[config.mk]
export PLATFORM = sky130hd
export DESIGN_NAME = mux_n_reg_arb
export DESIGN_NICKNAME = d
export VERILOG_FILES = /design/src/rtl/mux_n_reg_arb.sv
export SDC_FILE = /design/constraint.sdc
export NUM_CORES = 1
export LEC_CHECK = 0
export ABC_AREA = 1
export CAP_MARGIN = 0
export CORE_AREA = 2 2 129 131
export DETAILED_ROUTE_END_ITERATION = 8
export DIE_AREA = 0 0 131 133
export DONT_BUFFER_PORTS = 1
export PLACE_DENSITY = 0.54
export SLEW_MARGIN = 15
export SYNTH_ARGS = -nofsm -noshare
export SYNTH_HDL_FRONTEND = slang
export SYNTH_SLANG_ARGS = --single-unit
export TNS_END_PERCENT = 50
[constraint.sdc]
create_clock -name clk -period 1.1 [get_ports clk]
set_input_delay 0.11 -clock clk [delete_from_list [all_inputs] [get_ports clk]]
set_output_delay 0.11 -clock clk [all_outputs]
set_load 0.01 [all_outputs]
[src/rtl/mux_n_reg_arb.sv]
// N-input flow-controlled selector with a registered output stage.
// Ports: clk, reset_n, in_data/in_valid/in_ready, sel, out_data/out_valid/out_ready, out_grant.
module mux_n_reg_arb #(
  parameter int WIDTH = 64,
  parameter int N     = 4,
  parameter int SELW  = $clog2(N),
  parameter int MODE  = 0
) (
  input  logic               clk,
  input  logic               reset_n,
  input  logic [N*WIDTH-1:0] in_data,
  input  logic [N-1:0]       in_valid,
  output logic [N-1:0]       in_ready,
  input  logic [SELW-1:0]    sel,
  output logic [WIDTH-1:0]   out_data,
  output logic               out_valid,
  input  logic               out_ready,
  output logic [SELW-1:0]    out_grant
);

  logic [SELW-1:0]  rr_last;
  logic [SELW-1:0]  cand;
  logic             hit;
  logic             free;
  logic             xfer;
  logic [WIDTH-1:0] cand_data;

  assign free = !out_valid | out_ready;

  // Round-robin scans from the channel after the last winner;
  // external select is only a candidate if it names a real channel.
  always_comb begin
    int k;
    k    = 0;
    cand = '0;
    hit  = 1'b0;
    if (MODE == 1) begin
      for (int i = 1; i <= N; i++) begin
        k = (int'(rr_last) + i) % N;
        if (!hit && in_valid[SELW'(k)]) begin
          hit  = 1'b1;
          cand = SELW'(k);
        end
      end
    end else begin
      cand = sel;
      hit  = (int'(sel) < N);
    end
  end

  always_comb begin
    in_ready = '0;
    if (reset_n && hit) begin
      in_ready[cand] = free;
    end
  end

  assign xfer      = hit & in_valid[cand] & in_ready[cand];
  assign cand_data = in_data[int'(cand)*WIDTH +: WIDTH];

  always_ff @(posedge clk or negedge reset_n) begin
    if (!reset_n) begin
      out_valid <= 1'b0;
      out_data  <= '0;
      out_grant <= '0;
      rr_last   <= SELW'(N-1);
    end else if (xfer) begin
      out_valid <= 1'b1;
      out_data  <= cand_data;
      out_grant <= cand;
      if (MODE == 1) begin
        rr_last <= cand;
      end
    end else if (out_ready) begin
      out_valid <= 1'b0;
    end
  end

endmodule
* Word level (Yosys, flattened, before mapping) *
Cells that the tools add are included.
Widths: inputs -> output; s select.

operators by class
  add/subtract/negate cells = 0
  multipliers = 0
  divide/modulo/power cells = 0
  $lt $le $gt $ge = 2
  equal/unequal tests = 0
  shifts and indexed selects = 1
  multiplexer cells = 9
  bitwise logic cells = 3
  reduce and logical (&&, ||, !) cells = 3

operators by type and width
  kind                count
  $shiftx 256x9->64   1
  $mux 1              5
  $and 4x4->4         1
  $bmux 1 s2          2
  $mux 4              1
  $lt 2x3->1 const B  1
  $demux 1 s2         1
  $ge 2x1->1 const B  1
  $reduce_bool 2->1   1
  $and 1x1->1         1
  $logic_and 1x1->1   1
  $logic_not 1->1     1
  $or 1x1->1          1

word-level totals
  bits in registers = 67
  bits in latches = 0
  RAM bits = 0
  bits in read-only memories = 0
  logic and storage cells = 21
  memories kept = 0

* Logic depth before layout (Yosys ltp) *
Gate-level depths: netlist (run 1).

  depth in word-level cells = 10
  depth in mapped cells = 11
  gate-level depth less buffers = 8

* Least setup slack after synthesis (run 1) *
No wires, ideal clock.

  kind = reg-to-output
  from = reg out_valid
  to = out in_ready[0]
  data arrival time = 1.201 ns
  setup slack = -0.211 ns
  stages on the path, launching flop included = 7
  buffers on the path = 1
  path through = dfrtp_1 inv_1 nor2_1 nor2_2 buf_2 inv_1 nor3_1

on the way
  longest elaborated chain between the ends = 4

ends and longest elaborated chain
  what                          line  source
  start: declaration            16    output logic out_valid,
  start signal: assignment      63    out_valid <= 1'b0;
  start signal: assignment      68    out_valid <= 1'b1;
  start signal: assignment      75    out_valid <= 1'b0;
  $logic_not 1->1               28    assign free = !out_valid | out_ready;
  $or 1x1->1                    28
  $and 4x4->4 (no source line)  --
  $mux 4                        53    if (reset_n && hit) begin
  end: declaration              13    output logic [N-1:0] in_ready,

No other way between the ends.

* Final worst setup path (run 1) *
  from = reg out_valid
  to = out in_ready[1]

The elaborated chain is that of the path after synthesis.

==> flow_summary.toml, run 1 <==
[clock_network]
htree_levels = 3
worstSkewPairLatency_ps = 330
clk_root_buffer_cell = "clkbuf_16"
cts_sinks = 67
path_clk_slew_ps = 60
numCtsBuffers = 9
cts_tree = "yes"
cts.path.max_buffers = 2

[die]
core.rowCount = 47
io_pins = 336
start_util_pct = 31.8
dieArea_um2 = 17400
die_w_um = 131
die_y_um = 133
fp.coreArea_um2 = 16200

[detailed_routing]
ant_nets = 0
drt_iter0_drc = 263
drt-total-wl_um = 17000
wl_per_cell_um = 15.0
first_pass_iters = 4
via_count = 5348
drc = 0
vias_per_cell = 4.71

[pwr]
power_mw = 8.46
peakVddDrop_uv = 689
power.density_nw_per_um2 = 1420
leakage_nw = 3.58

[final_layout]
final_cell_area_um2 = 5950
n_fill_cell = 1803
ff_latch_area_um2 = 1680
drive_above_1_share_pct = 6.56
antenna_cells = 0
fin_util_pct = 36.8
layoutNonFillerInstCount = 1135
nets = 1177
area_delta_synth_final_pct = 15.9
multi_input_area_um2 = 3130

[yosys]
synth_edf_count = 0
yosysWarnings = 0
synth.most_common_cell = "nand2_1"
avgSynthCellArea_um2 = 5.54
synth.area.top_cells = "nand2_1, dfrtp_1, nand3_1, buf_2, buf_4"
synth-simple-area-share_pct = 59.6
synthAdderAreaFrac_pct = 0
synth_top_family_by_area = "simple AND/OR/NAND/NOR gates"
yosysTopAreaCell = "nand2_1"
synth_flop_cell = "dfrtp_1"
synth_top_area_share_pct = 52.3
synth-xor-area-share_pct = 0
synth.area.mux_share_pct = 0
async_flop_share_pct = 100
synth_compound_gate_area_share_pct = 0.0974
synth.distinct_cells = 14
syn-cell-area_um2 = 5140
ys_ff_latch = 67
ys_seq_area_share_pct = 32.6
syn_inst = 928
syn_nets = 1193
synth_top_cells_by_count = "nand2_1, dfrtp_1, nand3_1, buf_2, buf_4"

[sta]
worst-slew-pin-transition_ps = 337
final.setup.tns_ps = -18330
period_share_pct = 137
maxSlewViolCount = 0
whs_ps = -528
finalSetupViolCount = 71
hold_viol = 67
period_minus_slack_ps = 1510
maxSlewHeadroom_pct = 77.5
fin_skew_ps = 5.88
rsz0062_at_grt = "yes"
fmax_mhz = 664
fin_ws_ps = -405

[place]
dpl.hpwl_um = 11500
post-place-cells = 1105
port_buffers = 0
placed_area_um2 = 5350
gp_congestion = 0.757
place_ws_ps = -130

[setup_path]
crit_path_max_fanout = 4
setup.worst_path.start_class = "flop"
crit_type = "flop to output pin"
reg2reg_slack_ps = -290
arrival_ps = 1400
cp-end-kind = "output pin"
critPathRequiredTime_ps = 990
r2r_start = "out_valid"
critPathLaunch = "out_valid"

[min_path]
holdCritPathClass = "input port to asynchronous set/reset pin"

[grt]
antenna_found_initial = 0
grtUsageTotal_pct = 18.0
grt_pass1_vias = 4861
grt_pass1_wl_um = 24500
grt_overflow_total = 0
grt_max_degree = 135

[job]
max-cap-violations = 0

[run_status]
outcome = "complete, but fails checks"
violations = "hold timing, setup timing"
-- routing by layer --
layer  routed length (um)  track usage [%]  up-vias
li1                     -                -     2766
met1                 6930             20.8     2326
met2                 8430             32.2      236
met3                 1360             3.96       20
met4                  331             6.38        0
met5                    0                0        -
-- cell usage in the layout, fill, tap and decap left out --
| cell | Yosys | final |
|---|---|---|
| buf_4 | 15 | 13 |
| inv_1 | 4 | 1 |
| o21ai_1 | 1 | 1 |
| clkbuf_16 | 0 | 13 |
| buf_16 | 0 | 3 |
| nor3_4 | 0 | 1 |
| nand2_8 | 0 | 2 |
| nand2_2 | 2 | 1 |
| bufinv_16 | 0 | 1 |
| dfrtp_1 | 67 | 67 |
| inv_4 | 0 | 1 |
| clkbuf_8 | 0 | 1 |
| buf_8 | 0 | 1 |
| buf_12 | 0 | 10 |
| nor3_2 | 0 | 3 |
| dlygate4sd3_1 | 0 | 3 |
| nand2_1 | 716 | 716 |
| clkbuf_1 | 14 | 1 |
| clkinvlp_4 | 0 | 1 |
| nand3_1 | 66 | 66 |
| clkinv_2 | 0 | 2 |
| nor2_4 | 0 | 1 |
| inv_2 | 1 | 2 |
| nor2_2 | 1 | 1 |
| buf_6 | 5 | 3 |
-- state kept, by name, summed over array words and instances (netlist names) --
signal     cells
out_data      64
out_grant      2
out_valid      1
-- what timing repair did --
| item | 4_1_cts | 5_1_grt |
|---|---|---|
| cloned | 3 | 6 |
| endpoints found under the hold margin | 70 | 68 |
| resized for setup | 7 | 7 |
| hold buffers | 2 | 1 |
| pin swaps | 1 | 1 |
| endpoints found under the setup margin | 71 | 71 |
| setup buffers | 2 | 2 |
-- cells by family after synthesis --
| kind of cell | after synthesis |
|---|---|
| DFF | 67 |
| buffers and inverters | 70 |
| and+or+nand+nor | 790 |
| AOI/OAI and AO/OA | 1 |
-- power by group --
group / internal, mW / leakage (nW) / switching (mW)
clock: 1.78 / 0.141 / 1.03
sequential: 3.03 / 0.851 / 0.764
combinational: 0.791 / 2.59 / 1.06
-- critical path, cell delays in order (launching register included) --
cell and delay (ps):
dfrtp_1 380, inv_2 70, nor2_2 40, nor2_4 100, buf_12 120, clkinvlp_4 130, nor3_2 230
-- path summary, 6_finish.rpt --
check	end	cells after the start
worst max-delay path	in_ready[1]	6
worst min-delay path	out_data[45]	0
max in group asynchronous	out_data[2]	0
worst max register to register	out_data[7]	9
worst min register to register	out_data[36]	2
min in group clk	out_data[53]	4
-- area by class of cell --
cell class | instances | share of cell area (%)
sequential | 67 | 28.2
multi-input combinational | 792 | 52.6
timing repair buffer | 37 | 9.40
clock inverter | 3 | 0.673
tap | 220 | 4.62
clock buffer | 11 | 4.08
inverter | 5 | 0.420
No activity file was read; power rests on OpenSTA's default activity.
==> run 2, diff against run 1 <==
==> constraint.sdc (replaced) <==
create_clock -name clk -period 1.1 [get_ports clk]
set_input_delay 0.055 -clock clk [delete_from_list [all_inputs] [get_ports clk]]
set_output_delay 0.055 -clock clk [all_outputs]
set_load 0.01 [all_outputs]
==> run 2 against run 1 <==
Net effect:
- the run still ends with hold timing, setup timing left
- die area is the same
- final cell count is 1.5% higher
- critical endpoint unchanged
- global-route usage up 1.3 points
- power is 2.3% higher
- largest power group unchanged
==> flow_summary.toml, run 2 (synthesis gave the netlist of run 1 again) <==
[run_status]
outcome = "complete, but fails checks"
violations = "hold timing, setup timing"

[grt]
grtUsageTotal_pct = 19.3
grt_overflow_total = 0
grt_pass1_wl_um = 25800
grt_max_degree = 135
antenna_found_initial = 0
grt_pass1_vias = 4946

[die]
dieArea_um2 = 17400
io_pins = 336
core.rowCount = 47
die_w_um = 131
die_y_um = 133
fp.coreArea_um2 = 16200
start_util_pct = 31.8

[sta]
maxSlewViolCount = 0
rsz0062_at_grt = "yes"
hold_viol = 68
maxSlewHeadroom_pct = 73.6
period_share_pct = 133
whs_ps = -588
final.setup.tns_ps = -14790
fin_skew_ps = 5.93
fin_ws_ps = -368
finalSetupViolCount = 71
worst-slew-pin-transition_ps = 395
fmax_mhz = 681
period_minus_slack_ps = 1470

[setup_path]
arrival_ps = 1410
r2r-end = "out_data[51]"
cp_cell_sequence = "inv_2 > nor2_2 > nor2_4 > buf_12 > clkinvlp_4 > nor3_2"
r2r_start = "out_valid"
setup.worst_path.start_class = "flop"
cp-end-kind = "output pin"
critPathMaxStageDelay_ps = 390
reg2reg_slack_ps = -330
crit_path_max_fanout = 4
reg2reg_depth = 8
critPathSlowestCell = "dfrtp_1"
crit_type = "flop to output pin"
critPathRequiredTime_ps = 1040

[detailed_routing]
vias_per_cell = 4.75
drc = 0
ant_nets = 0
drt_iter0_drc = 332
drt-total-wl_um = 17700
via_count = 5475
first_pass_iters = 4
wl_per_cell_um = 15.4

[final_layout]
drive_above_1_share_pct = 6.12
largest_reg_flops = 64
mostFrequentLayoutCell = "nand2_1"
final_cell_mix = "nand2_1, dfrtp_1, nand3_1"
largestRegisters = "out_data (64), out_grant (2), out_valid (1)"
top_register = "out_data"
ff_latch_area_um2 = 1680
antenna_cells = 0
n_fill_cell = 1823
final_cell_area_um2 = 6120
area_delta_synth_final_pct = 19.1
layoutNonFillerInstCount = 1152
nets = 1192
multi_input_area_um2 = 3110

[pwr]
swShare_pct = 34.4
comb_power_share_pct = 22.1
power.density_nw_per_um2 = 1420
power_mw = 8.66
leakage_nw = 3.61
seq_power_share_pct = 44.0
power.internal_mw = 5.68
netSwitchingPower_mw = 2.98
peakVddDrop_uv = 746
clock_power_share_pct = 33.9

[clock_network]
htree_levels = 3
hold_buffers = 25
cts_tree = "yes"
cts.path.max_buffers = 2
path_clk_slew_ps = 60
cts_sinks = 67
clk_root_buffer_cell = "clkbuf_16"
worstSkewPairLatency_ps = 340
numCtsBuffers = 9

[place]
dpl.hpwl_um = 11700
port_buffers = 0
gp_congestion = 0.762
post-place-cells = 1101
place_ws_ps = -112
placed_area_um2 = 5310

[min_path]
holdCritPathClass = "input port to asynchronous set/reset pin"

[job]
max-cap-violations = 0
==> run 2: layout make-up <==
cell class                 count  area share (%)
clock buffer                  10            3.91
clock inverter                 6            1.06
inverter                       5           0.409
multi-input combinational    791            50.9
sequential                    67            27.4
tap                          220            4.50
timing repair buffer          53            11.8
==> run 2: how the worst max path moves through the flow <==
stage                   start           end  cells past startpoint
floorplan           out_valid  out_data[17]                      8
global placement    out_valid  out_data[24]                      7
detailed placement  out_valid  out_data[56]                      7
CTS                 out_valid   in_ready[3]                      6
global route        out_valid   in_ready[1]                      6
finish              out_valid   in_ready[1]                      6
==> run 2: power groups by stage <==
stage / sequential [mW] / combinational (mW) / clock, mW
after floorplan: 3.63 / 1.41 / 0
after CTS: 3.83 / 1.89 / 3.05
final: 3.81 / 1.91 / 2.94
after detailed placement: 3.86 / 1.66 / 0
after global placement: 3.87 / 1.62 / 0
after global routing: 3.87 / 2.24 / 3.15
==> run 2: critical path, delay by kind of cell (launching register included) <==
| kind | cells | cell delay [ps] |
|---|---|---|
| buffers and inverters | 3 | 330 |
| DFF | 1 | 390 |
| and+or+nand+nor | 3 | 370 |
==> run 2: per-stage QoR <==
stage               hold WS, ps  utilization, %
floorplan                  -241               -
global placement           -238            32.8
detailed placement         -238            32.8
CTS                        -605            37.2
global route               -609            37.8
finish                     -588            37.8
==> run 2: what timing repair did <==
item,CTS,global route
setup endpoints to repair,70,71
gates resized for setup,11,2
buffers inserted,3,0
cloned,3,4
pin swaps,1,1
hold endpoints to repair,130,68
==> run 2: metal layers <==
layer | global-route usage (%) | wire [um]
met4 | 4.85 | 184
met2 | 32.4 | 8590
met5 | 0 | 0
met3 | 4.97 | 1360
met1 | 24.6 | 7580
